File: config.mk
export PLATFORM = sky130hd
export DESIGN_NAME = reset_button_conditioner
export DESIGN_NICKNAME = d
export VERILOG_FILES = /design/src/rtl/debounce_filter.sv /design/src/rtl/reset_button_conditioner.sv
export SDC_FILE = /design/constraint.sdc
export NUM_CORES = 1
export LEC_CHECK = 0
export CORE_ASPECT_RATIO = 0.75
export CORE_UTILIZATION = 42
export CTS_CLUSTER_SIZE = 30
export DETAILED_ROUTE_END_ITERATION = 10
export DONT_BUFFER_PORTS = 1
export PLACE_DENSITY = 0.66
export RECOVER_POWER = 50
export SLEW_MARGIN = 20
export SYNTH_ARGS = -nofsm -noshare
export SYNTH_HDL_FRONTEND = slang
export SYNTH_SLANG_ARGS = --single-unit
File: constraint.sdc
create_clock -name clock -period 1.4 [get_ports clock]
set_input_delay 0.14 -clock clock [delete_from_list [all_inputs] [get_ports clock]]
set_output_delay 0.14 -clock clock [all_outputs]
set_load 0.1 [all_outputs]
File: src/rtl/debounce_filter.sv
// -----------------------------------------------------------------------------
// debounce_filter
//   Two-flop synchroniser followed by a stability counter for one raw,
//   asynchronous, bouncing input pin. The output level is normalised so that
//   1 means "active" (the opposite of RESET_LEVEL). It is reusable for any
//   push-button or slow GPIO line.
//
// Parameters
//   DEBOUNCE_CYCLES  consecutive stable cycles needed to accept a new level (>=2)
//   RESET_LEVEL      raw pin level that means "released"; the synchroniser
//                    resets to it and the normalisation is taken relative to it
//
// Ports
//   clock    input   system clock, rising edge
//   reset    input   asynchronous, active-high; discards all filter progress
//   pin_i    input   raw asynchronous pin
//   level_o  output  debounced level, 1 = active
//   rise_o   output  registered one-cycle strobe on each accepted 0->1 of level_o
// -----------------------------------------------------------------------------
module debounce_filter #(
  parameter int unsigned DEBOUNCE_CYCLES = 120000,
  parameter bit          RESET_LEVEL     = 1'b0
) (
  input  logic clock,
  input  logic reset,
  input  logic pin_i,
  output logic level_o,
  output logic rise_o
);

  localparam int unsigned      CNT_W    = (DEBOUNCE_CYCLES > 1) ? $clog2(DEBOUNCE_CYCLES) : 1;
  localparam logic [CNT_W-1:0] CNT_LAST = CNT_W'(DEBOUNCE_CYCLES - 1);

  logic             sync1_q;
  logic             sync2_q;
  logic             active;
  logic             level_q, level_d;
  logic             rise_q,  rise_d;
  logic [CNT_W-1:0] cnt_q,   cnt_d;

  // Synchroniser resets to the released level so no phantom edge is seen
  // when reset is removed.
  // NOTE: sequential state is updated with non-blocking assignments so every
  // flop samples the pre-edge value of its neighbours.
  always_ff @(posedge clock or posedge reset) begin
    if (reset) begin
      sync1_q <= RESET_LEVEL;
      sync2_q <= RESET_LEVEL;
    end else begin
      sync1_q <= pin_i;
      sync2_q <= sync1_q;
    end
  end

  // Normalise polarity: the released level maps to 0.
  assign active = sync2_q ^ RESET_LEVEL;

  // The counter only runs while the synchronised level disagrees with the
  // accepted level; any agreeing sample restarts it, so it can never exceed
  // CNT_LAST and needs no saturation.
  // NOTE: every combinational output gets a default first so no path leaves
  // it unassigned and no latch is inferred.
  always_comb begin
    cnt_d   = cnt_q;
    level_d = level_q;
    rise_d  = 1'b0;
    if (active == level_q) begin
      cnt_d = '0;
    end else if (cnt_q == CNT_LAST) begin
      cnt_d   = '0;
      level_d = active;
      rise_d  = active;
    end else begin
      cnt_d = cnt_q + CNT_W'(1);
    end
  end

  always_ff @(posedge clock or posedge reset) begin
    if (reset) begin
      cnt_q   <= '0;
      level_q <= 1'b0;
      rise_q  <= 1'b0;
    end else begin
      cnt_q   <= cnt_d;
      level_q <= level_d;
      rise_q  <= rise_d;
    end
  end

  assign level_o = level_q;
  assign rise_o  = rise_q;

endmodule

File: src/rtl/reset_button_conditioner.sv
// -----------------------------------------------------------------------------
// reset_button_conditioner
//   Board-level front end producing the SoC's active-low reset. A raw push
//   button is synchronised and debounced; every reset (power-up, PLL unlock,
//   button press) is stretched to at least MIN_RESET_CYCLES, and the SoC is
//   held in reset for as long as the button stays pressed.
//
// Parameters
//   DEBOUNCE_CYCLES     stable cycles needed to accept a new button level (>=2)
//   MIN_RESET_CYCLES    minimum soc_reset_n low width in clock cycles (>=2)
//   BUTTON_ACTIVE_HIGH  1: pressed = button_in high; 0: pressed = button_in low
//
// Ports
//   clock               input   system clock, rising edge
//   reset               input   asynchronous, active-high; forces the reset state
//   button_in           input   raw, asynchronous, bouncing push-button pin
//   soc_reset_n         output  registered active-low SoC reset (single flop)
//   button_debounced    output  debounced button level, 1 = pressed
//   button_press_pulse  output  one-cycle strobe on each accepted press that
//                               starts a new reset
// -----------------------------------------------------------------------------
module reset_button_conditioner #(
  parameter int unsigned DEBOUNCE_CYCLES    = 120000,
  parameter int unsigned MIN_RESET_CYCLES   = 1024,
  parameter bit          BUTTON_ACTIVE_HIGH = 1'b1
) (
  input  logic clock,
  input  logic reset,
  input  logic button_in,
  output logic soc_reset_n,
  output logic button_debounced,
  output logic button_press_pulse
);

  localparam logic [1:0] ST_HOLD         = 2'd0;
  localparam logic [1:0] ST_WAIT_RELEASE = 2'd1;
  localparam logic [1:0] ST_RUN          = 2'd2;

  typedef enum logic [1:0] {
    HOLD         = ST_HOLD,
    WAIT_RELEASE = ST_WAIT_RELEASE,
    RUN          = ST_RUN
  } state_e;

  localparam int unsigned       HOLD_W    = (MIN_RESET_CYCLES > 1) ? $clog2(MIN_RESET_CYCLES) : 1;
  localparam logic [HOLD_W-1:0] HOLD_LAST = HOLD_W'(MIN_RESET_CYCLES - 1);

  logic               deb_level;
  logic               deb_rise;
  state_e             state_q,      state_d;
  logic [HOLD_W-1:0]  hold_cnt_q,   hold_cnt_d;
  logic               soc_rst_n_q,  soc_rst_n_d;

  debounce_filter #(
    .DEBOUNCE_CYCLES (DEBOUNCE_CYCLES),
    .RESET_LEVEL     (!BUTTON_ACTIVE_HIGH)
  ) u_debounce (
    .clock   (clock),
    .reset   (reset),
    .pin_i   (button_in),
    .level_o (deb_level),
    .rise_o  (deb_rise)
  );

  // soc_reset_n is computed one edge ahead so the output itself is a flop
  // and cannot glitch.
  always_comb begin
    state_d     = state_q;
    hold_cnt_d  = hold_cnt_q;
    soc_rst_n_d = soc_rst_n_q;
    unique case (state_q)
      HOLD: begin
        soc_rst_n_d = 1'b0;
        if (hold_cnt_q == HOLD_LAST) begin
          hold_cnt_d = '0;
          if (deb_level) begin
            state_d = WAIT_RELEASE;
          end else begin
            state_d     = RUN;
            soc_rst_n_d = 1'b1;
          end
        end else begin
          hold_cnt_d = hold_cnt_q + HOLD_W'(1);
        end
      end
      WAIT_RELEASE: begin
        soc_rst_n_d = 1'b0;
        if (!deb_level) begin
          state_d     = RUN;
          soc_rst_n_d = 1'b1;
        end
      end
      RUN: begin
        soc_rst_n_d = 1'b1;
        if (deb_rise) begin
          state_d     = HOLD;
          soc_rst_n_d = 1'b0;
          hold_cnt_d  = '0;
        end
      end
      default: begin
        state_d     = HOLD;
        soc_rst_n_d = 1'b0;
        hold_cnt_d  = '0;
      end
    endcase
  end

  always_ff @(posedge clock or posedge reset) begin
    if (reset) begin
      state_q     <= HOLD;
      hold_cnt_q  <= '0;
      soc_rst_n_q <= 1'b0;
    end else begin
      state_q     <= state_d;
      hold_cnt_q  <= hold_cnt_d;
      soc_rst_n_q <= soc_rst_n_d;
    end
  end

  assign soc_reset_n      = soc_rst_n_q;
  assign button_debounced = deb_level;
  // Presses that land while the SoC is already held in reset (stretch or
  // button held through power-up) start nothing, so they are not reported.
  assign button_press_pulse = deb_rise && (state_q == RUN);

endmodule

After elaboration in Yosys (flattened, before gate mapping) --
Cells that the tools add are included.
Storage, ports and cells: register bits 34, output and inout bits 3
Operators by class: add/subtract/negate cells 2, equality and inequality tests 8, muxes and demuxes 16, bitwise logic cells 2, reduce and logical (&&, ||, !) cells 5
Operator list (number):
- $mux 17 | 2
- $pmux 10 s3 | 1
- $mux 10 | 2
- $add 17x1->17 const B | 1
- $eq 17x17->1 const B | 1
- $add 10x1->10 const B | 1
- $eq 10x10->1 const B | 1
- $mux 2 | 4
- $pmux 2 s3 | 1
- $mux 1 | 5
- $ne 2x2->1 const B | 2
- $reduce_and 2->1 | 2
- $pmux 1 s3 | 1
- $reduce_and 3->1 | 1
- $eq 2x1->1 const B | 1
- $eq 2x2->1 const B | 1
- $logic_not 2->1 | 1
- $ne 2x1->1 const B | 1
- $not 1->1 | 2
- $eq 1x1->1 | 1
- $logic_and 1x1->1 | 1

Longest topological paths before layout --
Gate-level depths: netlist (run 1).
depth after elaboration 3, mapped depth 6

By module --
Synthesis (run 1) repeated with hierarchy kept, for this count alone.
Unflattened totals: cells, all modules 164, area, all modules 1689.1 um^2
Modules (own cells, without submodules):
- debounce_filter | times used 1, cells an instance 94, area an instance 982.2 um^2, seq. area each 525.5 um^2
- reset_button_conditioner | times used 1, cells an instance 70, area an instance 706.9 um^2, seq. area each 325.3 um^2

Worst setup path before layout (run 1) --
Ideal clock, no wire load.
path kind register to register, start point register u_debounce.level_q, in the netlist u_debounce.level_o, end point register u_debounce.cnt_q[11], setup time 0.071 ns, data arrival time 1.682 ns, setup slack -0.353 ns, cell stages (with the launch flop) 5, period minus slack after synthesis 1.753 ns, cell sequence dfrtp_1 > xnor2_1 > o21bai_2 > buf_6 > nor2_1
On the way: longest elaborated chain between the ends 2
RTL lines:
- from (decl) | RTL line debounce_filter.sv:37 | logic level_q, level_d;
- from (signal assigned) | RTL line debounce_filter.sv:85 | level_q <= level_d;
- $eq 1x1->1 | RTL line debounce_filter.sv:67 | if (active == level_q) begin
- $mux 17 | RTL line debounce_filter.sv:67
- via u_debounce.cnt_d[11] | RTL line debounce_filter.sv:39 | logic [CNT_W-1:0] cnt_q, cnt_d;
- to (signal assigned) | RTL line debounce_filter.sv:84 | cnt_q <= cnt_d;
- to (decl) | RTL line debounce_filter.sv:39
The timed path passes the listed nets, and every way through them passes these cells. A chain may end at the register's enable or synchronous reset.

Worst setup path in the final report (run 1) --
start point register u_debounce.cnt_q[13], end point register u_debounce.level_q, in the netlist u_debounce.level_o
On the way: longest elaborated chain between the ends 2
RTL lines:
- $eq 17x17->1 | RTL line debounce_filter.sv:69 | end else if (cnt_q == CNT_LAST) begin
- $reduce_and 2->1 (no line)
Every way passes these cells.

==> run summary, run 1 <==
Synth top area share: 0.506
Diode count: 0
Mapped Cells: 163
Total grt overflow: 0
TritonCTS clock tree: yes
Clock share of power: 0.410
Endpoints failing hold: 0
Crit path kind: flop to flop
Tightest Pin Transition: 0.821 ns
Initial Util: 0.448
# H-tree levels: 2
Final min period: 1.52 ns
Hold Path Class: flop to flop
EDFF count, synth: 0
Crit path DAT: 1.69 ns
Layout cells sized above 1: 0.374
Sw Ratio: 0.223
Ys async rst share: 1.00
Slew headroom: 0.452
NumNets Final: 210
Hold slack: 0.365 ns
First-pass DRT Iterations: 4
Synth top area cells: dfrtp_1 51%, xnor2_1 6.2%, nor2_1 5.8%
Total power per unit cell area: 806 nW/um^2
Status: finished with violations
DRT iter0 DRCs: 95
Commonest cells in the netlist: 34 x dfrtp_1, 26 x nor2_1, 12 x xnor2_1, 10 x nand2_1, 10 x nand4_1
Part of the power in registers: 0.545
Worst vdd ir: 0.453 mV
Syn_area_per_cell: 10.3 sq um
First-pass GRT wire length: 6.18 mm
Filler cells: 307
Clock-pin slew on the worst setup and hold paths: 0.07 ns
Final worst slack: -0.117 ns
TritonCTS buffer count: 5
Avg Vias per Cell: 5.29
Primary FF master, synth: dfrtp_1
Max-cap violations: 0
R2r worst-path depth: 4
Cell with the most instances after synthesis: dfrtp_1
Largest area contributor in the netlist: dfrtp_1
Mapped Area: 1680 sq um
Sequential share of the synthesized area: 0.506
Area grow syn2layout: 35.1%
R2R Path Start: u_debounce.cnt_q[13]$_DFF_PP0_
Cell internal pwr: 1.42 mW
DIE HEIGHT: 56.8 microns
Max-slew violations: 0
Gp weighted congestion: 0.869
Post-synthesis net count: 168
Die span in x: 75.1 microns
Post-Place Worst Slack: -0.118 ns
Fin area: 2270 sq um
Final core occ: 0.605
CTS Root Cell: clkbuf_8
Die area: 4270 sq um
Max FO, Critical Path: 2
Clk_lat worst skew: 0.29 ns
DRC viols: 0
Initial antenna violation count: 0
Critical-path top delay cell: dfrtp_1
Vias: 1,365
Fmax: 0.659 GHz
Min-delay src: u_debounce.sync1_q$_DFF_PP0_
Failing checks: setup timing
RSZ-0062 raised after global routing: true
Number of synthesized register bits: 34
Leakage: 0.994 nW
Comb pwr share: 0.045
Post-route ant nets: 0
Synthesis Warnings: 0
Final worst clock skew: 0.0120 ns
Setup violators final: 15
Period utilization: 1.08
Clock sink count: 34
Core Rows: 19
Yosys cell types: 39
WP data required: 1.57 ns
Number of global-route vias before repair: 1,356
Total wire length: 3.72 mm
Largest net degree at the start of global routing: 35
CTS max path bufs: 2
Setup crit end kind: flop
Worst Hold End: u_debounce.active$_DFF_PP0_
Setup Total Neg Slack: -0.718 ns
WHS Path Cells: 0
I/O pins: 6
Placed standard-cell area: 2010 sq um
Largest stage delay on the critical path: 0.38 ns
IO buf count: 0
Worst reg2reg path endpoint: u_debounce.level_o$_DFFE_PP0P_
Dpl cells: 243
Post-Layout Cell Count: 258
FF-to-FF setup slack: -0.12 ns
Overall power: 1.83 mW
GRT Util Overall: 0.198
DR WL/cell: 14.4 microns
Switching power: 0.408 mW
Placeable core area: 3760 sq um
Detail Placement HPWL: 2.55 mm
CP cell instances: nor4bb_1 -> nand4_1 -> nor2_2 -> mux2_4
Worst setup SP type: flop
-- worst max path at each step --
stage / start / to / slack [ns] / depth (start not counted)
4_1_cts: u_debounce.cnt_q[13]$_DFF_PP0_ / u_debounce.level_o$_DFFE_PP0P_ / -0.10 / 4
3_3_place_gp: u_debounce.cnt_q[11]$_DFF_PP0_ / u_debounce.level_o$_DFFE_PP0P_ / -0.06 / 4
5_1_grt: u_debounce.cnt_q[13]$_DFF_PP0_ / u_debounce.level_o$_DFFE_PP0P_ / -0.20 / 4
3_5_place_dp: u_debounce.cnt_q[11]$_DFF_PP0_ / u_debounce.level_o$_DFFE_PP0P_ / -0.12 / 4
6_report: u_debounce.cnt_q[13]$_DFF_PP0_ / u_debounce.level_o$_DFFE_PP0P_ / -0.12 / 4
2_1_floorplan: u_debounce.cnt_q[0]$_DFF_PP0_ / u_debounce.cnt_q[16]$_DFF_PP0_ / -0.1 / 5
-- area by class of cell --
type	count	area (sq um)	area share
sequential	34	853	0.375
clock buffer	7	86.3	0.0380
timing repair buffer	39	324	0.143
inverter	2	7.51	0.00330
clock inverter	1	5.00	0.00220
tap	52	65.1	0.0286
multi-input combinational	123	932	0.410
-- sequential cells by signal, summed over array words and instances (netlist names) --
signal	count
u_debounce.sync1_q	1
u_debounce.rise_o	1
u_debounce.level_o	1
soc_reset_n	1
u_debounce.cnt_q	17
state_q	2
u_debounce.active	1
hold_cnt_q	10
-- power by group through the flow --
| stage | logic, mW | clock network, mW | registers (mW) |
|---|---|---|---|
| finish | 0.0825 | 0.752 | 0.998 |
| global route | 0.0937 | 0.812 | 0.998 |
| detailed placement | 0.0757 | 0 | 1.02 |
| CTS | 0.0837 | 0.763 | 0.998 |
| floorplan | 0.0403 | 0 | 1.02 |
| global placement | 0.0732 | 0 | 1.02 |
-- critical path: cells and delay by family, from the launching register on --
kind          cells  cell delay [ns]
flops             1             0.38
mux               1             0.31
simple gates      3             0.72
-- cell usage in the layout, fill, tap and decap left out, drive strengths merged, types with 3 or more instances in the layout --
| master | count |
|---|---|
| nand2 | 10 |
| and4 | 3 |
| a31oi | 3 |
| xor2 | 8 |
| clkbuf | 8 |
| nor2 | 26 |
| nand3 | 7 |
| nor4 | 6 |
| or2 | 4 |
| buf | 36 |
| xnor2 | 12 |
| o21ai | 5 |
| and3 | 3 |
| nor3 | 5 |
| dfrtp | 34 |
| nand4 | 10 |
-- kinds of logic (layout without fill, tap and decap cells) --
family	count (synthesis)	in the layout	synth area share
xor gates and xnor gates	20	20	0.104
AOI/OAI and AO/OA	14	14	0.0558
buffers and inverters	6	49	0.0230
and+or+nand+nor	85	85	0.283
muxes	2	2	0.0134
adders and majority gates	2	2	0.0149
DFF	34	34	0.506
-- timing repair --
action / in CTS / in global routing
gates cloned: 0 / 0
pin swaps: 4 / 6
setup buffers: 3 / 2
endpoints found under the hold margin: 35 / 0
gates resized for setup: 10 / 15
hold buffers: 2 / 0
setup endpoints to repair: 26 / 29
-- metal layers --
| metal | part of all wire | routed length [microns] | global-route usage | up-vias |
|---|---|---|---|---|
| li1 | - | - | - | 659 |
| met1 | 0.50 | 1840 | 0.266 | 674 |
| met2 | 0.46 | 1700 | 0.301 | 25 |
| met3 | 0.035 | 129 | 0.0557 | 7 |
| met4 | 0.011 | 42 | 0.0701 | 0 |
| met5 | 0 | 0 | 0 | - |
(Power assumes the default switching activity.)
==> run 2, diff against run 1 <==
Settings changed: PLACE_DENSITY 0.66 to not set, PLACE_DENSITY_LB_ADDON set to 0.2, SETUP_SLACK_MARGIN set to 0.4, SYNTH_HIERARCHICAL set to 1.
==> run summary, run 2 <==
Period utilization: 1.35 (was 1.08)
Syn_area_per_cell: 10.3 sq um (about the same)
Largest registers: u_debounce/cnt_q: 17 flops, hold_cnt_q: 10 flops, state_q: 2 flops (was u_debounce.cnt_q: 17 flops, hold_cnt_q: 10 flops, state_q: 2 flops)
First-pass GRT wire length: 7.14 mm (was 6.18 mm)
Dpl cells: 246 (was 243)
Mapped Cells: 164 (was 163)
Worst vdd ir: 0.677 mV (was 0.453 mV)
Number of synthesized register bits: 34 (unchanged)
Initial Util: 0.450 (was 0.448)
Crit path DAT: 2.05 ns (was 1.69 ns)
Sequential share of the synthesized area: 0.504 (was 0.506)
Detail Placement HPWL: 2.74 mm (was 2.55 mm)
Cell with the most instances after synthesis: dfrtp_1 (unchanged)
DRT iter0 DRCs: 122 (was 95)
IO buf count: 0 (unchanged)
Leakage: 1.03 nW (was 0.994 nW)
TritonCTS clock tree: yes (unchanged)
Overall power: 1.81 mW (was 1.83 mW)
Commonest cells in the netlist: 34 x dfrtp_1, 22 x nor2_1, 13 x xnor2_1, 10 x nand2_1, 10 x nand4_1 (was 34 x dfrtp_1, 26 x nor2_1, 12 x xnor2_1, 10 x nand2_1, 10 x nand4_1)
Primary FF master, synth: dfrtp_1 (unchanged)
Clock sink count: 34 (unchanged)
EDFF count, synth: 0 (unchanged)
Layout cells sized above 1: 0.473 (was 0.374)
CTS Root Cell: clkbuf_8 (unchanged)
Largest net degree at the start of global routing: 22 (was 35)
Synth top area share: 0.504 (was 0.506)
Commonest non-fill, non-tap cell in the layout: buf_4 (unchanged)
NumNets Final: 225 (was 210)
Synth top area cells: dfrtp_1 50%, xnor2_1 6.7%, nor2_1 4.9% (was dfrtp_1 51%, xnor2_1 6.2%, nor2_1 5.8%)
DR WL/cell: 16.1 microns (was 14.4 microns)
Area grow syn2layout: 47.5% (was 35.1%)
Initial antenna violation count: 0 (unchanged)
Worst path bufs/invs: 1 (was 0)
Fmax: 0.530 GHz (was 0.659 GHz)
CP cell instances: or4b_1 -> or4_4 -> buf_6 -> nand2_8 -> nor2_1 (was nor4bb_1 -> nand4_1 -> nor2_2 -> mux2_4)
# H-tree levels: 2 (unchanged)
TritonCTS buffer count: 5 (unchanged)
Post-Place Worst Slack: -0.467 ns (was -0.118 ns)
Number of global-route vias before repair: 1,521 (was 1,356)
Placeable core area: 3760 sq um (unchanged)
Max-cap violations: 0 (unchanged)
Failing checks: setup timing (unchanged)
Vias: 1,508 (was 1,365)
Final worst slack: -0.488 ns (was -0.117 ns)
DIE HEIGHT: 56.9 microns (was 56.8 microns)
Diode count: 0 (unchanged)
Worst setup SP type: flop (unchanged)
Yosys cell types: 43 (was 39)
CP top delay family: simple AND/OR/NAND/NOR gates (unchanged)
Gp weighted congestion: 0.846 (was 0.869)
Core Rows: 19 (unchanged)
Post-Layout Cell Count: 272 (was 258)
CTS max path bufs: 2 (unchanged)
GRT Util Overall: 0.233 (was 0.198)
Total power per unit cell area: 728 nW/um^2 (was 806 nW/um^2)
Most frequent cells in the layout: 38 x buf_4, 30 x dfrtp_1, 13 x xnor2_1 (was 33 x buf_4, 32 x dfrtp_1, 23 x nor2_1)
Tightest Pin Transition: 0.857 ns (was 0.821 ns)
First-pass DRT Iterations: 4 (unchanged)
Register with the most flip-flops: u_debounce/cnt_q (was u_debounce.cnt_q)
Critical-path top delay cell: or4b_1 (was dfrtp_1)
Slew headroom: 0.426 (was 0.452)
Post-synthesis net count: 169 (was 168)
Mapped Area: 1690 sq um (was 1680 sq um)
Status: finished with violations (unchanged)
Clock-pin slew on the worst setup and hold paths: 0.07 ns (about the same)
Endpoints failing hold: 0 (unchanged)
Setup crit end kind: flop (unchanged)
Filler cells: 303 (was 307)
Total grt overflow: 0 (unchanged)
Total wire length: 4.38 mm (was 3.72 mm)
DRC viols: 0 (unchanged)
Final worst clock skew: 0.00857 ns (was 0.0120 ns)
Final min period: 1.89 ns (was 1.52 ns)
Clk_lat worst skew: 0.28 ns (was 0.29 ns)
Ys async rst share: 1.00 (unchanged)
Max FO, Critical Path: 8 (was 2)
Final core occ: 0.663 (was 0.605)
WP data required: 1.56 ns (was 1.57 ns)
Max-slew violations: 0 (unchanged)
RSZ-0062 raised after global routing: true (unchanged)
Avg Vias per Cell: 5.54 (was 5.29)
Die span in x: 75.2 microns (was 75.1 microns)
Largest area contributor in the netlist: dfrtp_1 (unchanged)
Post-route ant nets: 0 (unchanged)
Synthesis Warnings: 6 (was 0)
I/O pins: 6 (unchanged)
Crit path kind: flop to flop (unchanged)
Die area: 4280 sq um (was 4270 sq um)
Hold slack: 0.361 ns (was 0.365 ns)
Hold Path Class: flop to flop (unchanged)
Max FFs per register: 17 (unchanged)
Largest stage delay on the critical path: 0.56 ns (was 0.38 ns)
Setup violators final: 21 (was 15)
[run 2: cell types whose count changed after synthesis, sizes merged, moves of 2 or more]
cell   change
nor2       -4
inv        +4
a31oi      -2
a41oi      +2
xor2       -5
and3b      -2
o21ai      +6
or2        -2
and2       -2
nor3       -2
[run 2: worst paths after layout]
path	from	endpoint	slack, ns	cells past startpoint
max	u_debounce/cnt_q[13]$_DFF_PP0_	u_debounce/cnt_q[5]$_DFF_PP0_	-0.49	5
max reg2reg	u_debounce/cnt_q[13]$_DFF_PP0_	u_debounce/cnt_q[5]$_DFF_PP0_	-0.49	5
min in group asynchronous	reset	hold_cnt_q[2]$_DFFE_PP0P_	0.37	2
min reg2reg	u_debounce/sync1_q$_DFF_PP0_	u_debounce/active$_DFF_PP0_	0.36	0
max in group asynchronous	reset	u_debounce/level_o$_DFFE_PP0P_	0.57	3
min	u_debounce/sync1_q$_DFF_PP0_	u_debounce/active$_DFF_PP0_	0.36	0
[run 2: power breakdown]
| part | switching [mW] | total, mW | internal (mW) |
|---|---|---|---|
| clock | 0.336 | 0.726 | 0.390 |
| sequential | 0.00571 | 0.998 | 0.992 |
| combinational | 0.0572 | 0.0890 | 0.0319 |
[run 2: area by class of cell]
| type | instances | area, sq um | area share |
|---|---|---|---|
| Inverter | 6 | 25.0 | 0.0100 |
| Tap cell | 52 | 65.1 | 0.0261 |
| Multi-Input combinational cell | 122 | 1020 | 0.408 |
| Sequential cell | 34 | 858 | 0.345 |
| Clock buffer | 7 | 86.3 | 0.0347 |
| Timing Repair Buffer | 51 | 440 | 0.177 |
[run 2: per-stage QoR]
stage | TNS, ns | cell area [sq um]
floorplan | -7.22 | 1740
global placement | -7.15 | 2030
detailed placement | -7.71 | 2030
CTS | -8.24 | 2340
global route | -9.33 | 2490
finish | -8.94 | 2490
[run 2: kinds of logic after synthesis]
| group | after synthesis | synth area share |
|---|---|---|
| adders and majority gates | 2 | 0.0148 |
| muxes | 3 | 0.0215 |
| xor gates and xnor gates | 16 | 0.0830 |
| AOI/OAI and AO/OA | 24 | 0.105 |
| DFF | 34 | 0.504 |
| buffers and inverters | 10 | 0.0274 |
| and+or+nand+nor | 75 | 0.244 |
[run 2: per-layer routing]
layer	GRT usage	vias to the layer above	part of all wire
met5	0	-	0
met2	0.351	45	0.47
met4	0.119	0	0.030
met1	0.314	746	0.46
li1	-	707	-
met3	0.0503	10	0.041
[run 2: repair_timing]
action	CTS	global route
resized for setup	27	26
hold endpoints to repair	35	0
hold buffers	2	0
setup endpoints to repair	35	35
setup buffers	9	6
pin swaps	10	10
cloned	2	0
==> run 3, diff against run 2 <==
Settings changed: CELL_PAD_IN_SITES_DETAIL_PLACEMENT set to 1, CELL_PAD_IN_SITES_GLOBAL_PLACEMENT set to 2, CORE_UTILIZATION 42 to 37.
Clock period 1.4 ns to 1.51 ns, I/O delays scaled along.
==> run summary, run 3 (synthesis gave the netlist of run 2 again) <==
Total power per unit cell area: 734 nW/um^2 (was 728 nW/um^2)
Max FFs per register: 17 (unchanged)
Fmax: 0.529 GHz (was 0.530 GHz)
RSZ-0062 raised after global routing: true (unchanged)
Worst vdd ir: 0.495 mV (was 0.677 mV)
Hold slack: 0.350 ns (was 0.361 ns)
IO buf count: 0 (unchanged)
Commonest non-fill, non-tap cell in the layout: buf_4 (unchanged)
TritonCTS buffer count: 5 (unchanged)
Initial Util: 0.402 (was 0.450)
DRC viols: 0 (unchanged)
Part of the power in registers: 0.547 (was 0.550)
Hold Path Class: flop to flop (unchanged)
Clk_lat worst skew: 0.29 ns (was 0.28 ns)
Switching power: 0.380 mW (was 0.399 mW)
Layout cells sized above 1: 0.369 (was 0.473)
Slew headroom: 0.641 (was 0.426)
Most frequent cells in the layout: 36 x buf_4, 31 x dfrtp_1, 22 x nor2_1 (was 38 x buf_4, 30 x dfrtp_1, 13 x xnor2_1)
Clock share of power: 0.413 (was 0.400)
Total grt overflow: 0 (unchanged)
Post-Layout Cell Count: 269 (was 272)
Status: finished with violations (unchanged)
Largest net degree at the start of global routing: 22 (unchanged)
Max FO, Critical Path: 4 (was 8)
DRT iter0 DRCs: 57 (was 122)
Crit path DAT: 2.07 ns (was 2.05 ns)
Core Rows: 20 (was 19)
DIE HEIGHT: 60.5 microns (was 56.9 microns)
DR WL/cell: 17.3 microns (was 16.1 microns)
Total wire length: 4.64 mm (was 4.38 mm)
GRT Util Overall: 0.225 (was 0.233)
CTS max path bufs: 2 (unchanged)
Sw Ratio: 0.224 (was 0.220)
Setup violators final: 19 (was 21)
Initial antenna violation count: 0 (unchanged)
Max-cap violations: 0 (unchanged)
CTS Root Cell: clkbuf_8 (unchanged)
Period utilization: 1.25 (was 1.35)
Largest registers: u_debounce/cnt_q: 17 flops, hold_cnt_q: 10 flops, state_q: 2 flops (unchanged)
Dpl cells: 244 (was 246)
Clock-pin slew on the worst setup and hold paths: 0.07 ns (about the same)
First-pass GRT wire length: 7.85 mm (was 7.14 mm)
NumNets Final: 218 (was 225)
Gp weighted congestion: 0.756 (was 0.846)
Detail Placement HPWL: 3.01 mm (was 2.74 mm)
Diode count: 0 (unchanged)
Final core occ: 0.549 (was 0.663)
Failing checks: setup timing (unchanged)
WHS Path Cells: 0 (unchanged)
Register with the most flip-flops: u_debounce/cnt_q (unchanged)
Endpoints failing hold: 0 (unchanged)
Area grow syn2layout: 36.7% (was 47.5%)
Post-Place Worst Slack: -0.383 ns (was -0.467 ns)
Die span in x: 80.0 microns (was 75.2 microns)
Placeable core area: 4200 sq um (was 3760 sq um)
Overall power: 1.69 mW (was 1.81 mW)
Number of global-route vias before repair: 1,509 (was 1,521)
WP data required: 1.69 ns (was 1.56 ns)
Cell internal pwr: 1.31 mW (was 1.41 mW)
Clock sink count: 34 (unchanged)
I/O pins: 6 (unchanged)
Final worst slack: -0.382 ns (was -0.488 ns)
Final min period: 1.89 ns (about the same)
Crit path kind: flop to flop (unchanged)
R2r worst-path depth: 3 (was 5)
Leakage: 0.989 nW (was 1.03 nW)
Post-route ant nets: 0 (unchanged)
Tightest Pin Transition: 0.538 ns (was 0.857 ns)
Vias: 1,440 (was 1,508)
TritonCTS clock tree: yes (unchanged)
Comb pwr share: 0.040 (was 0.049)
Max-slew violations: 0 (unchanged)
Die area: 4840 sq um (was 4280 sq um)
Final worst clock skew: 0.00553 ns (was 0.00857 ns)
Setup crit end kind: flop (unchanged)
Avg Vias per Cell: 5.35 (was 5.54)
# H-tree levels: 2 (unchanged)
Worst setup SP type: flop (unchanged)
First-pass DRT Iterations: 4 (unchanged)
==> run 3: cell count changes in the layout (fill, tap and decap cells not counted), moves of 2 or more <==
cell,before,now
buf_4,38,36
nor2_4,7,0
nand2_8,2,0
nor2_2,10,0
nor2_1,5,22
buf_6,8,5
==> run 3: area by class of cell <==
cell class                 count  area [sq um]
clock buffer                   7          86.3
sequential                    34           855
inverter                       6          22.5
tap                           55          68.8
fill                         464          1900
clock inverter                 1          5.00
multi-input combinational    121           900
timing repair buffer          45           372
==> run 3: worst paths after layout <==
check	start	endpoint	slack [ns]
worst max register to register	u_debounce/cnt_q[11]$_DFF_PP0_	u_debounce/level_o$_DFFE_PP0P_	-0.38
worst max-delay path	u_debounce/cnt_q[11]$_DFF_PP0_	u_debounce/level_o$_DFFE_PP0P_	-0.38
min in group asynchronous	reset	soc_reset_n$_DFF_PP0_	0.37
worst min-delay path	u_debounce/sync1_q$_DFF_PP0_	u_debounce/active$_DFF_PP0_	0.35
max in group asynchronous	reset	u_debounce/level_o$_DFFE_PP0P_	0.66
worst min register to register	u_debounce/sync1_q$_DFF_PP0_	u_debounce/active$_DFF_PP0_	0.35
==> run 3: worst max-delay path, cell delays in order (launching register included) <==
cell,delay (ns)
dfrtp_1,0.38
or4bb_1,0.51
or4_4,0.58
mux2_4,0.31
==> run 3: power by group through the flow <==
stage	clock network, mW	registers (mW)	logic (mW)
floorplan	0	0.944	0.0346
CTS	0.724	0.926	0.0709
finish	0.700	0.926	0.0682
global route	0.768	0.926	0.0775
detailed placement	0	0.944	0.0632
global placement	0	0.943	0.0628
==> run 3: timing repair <==
action                     CTS  global route
hold endpoints to repair    35             0
hold buffers                 2             0
pin swaps                    8             7
resized for setup           14            11
setup endpoints to repair   34            34
cloned                       1             0
setup buffers                9             5
==> run 3: metrics by stage <==
step | area, sq um | setup TNS, ns
final | 2310 | -6.27
after detailed placement | 1980 | -6.26
after floorplan | 1730 | -5.13
after global routing | 2310 | -7.32
after global placement | 1980 | -5.07
after CTS | 2230 | -6.25
==> run 3: layer usage <==
| layer | GRT usage | share of wire |
|---|---|---|
| met1 | 0.318 | 0.51 |
| met2 | 0.341 | 0.46 |
| met5 | 0 | 0 |
| met3 | 0.0511 | 0.024 |
| met4 | 0.0893 | 0.012 |
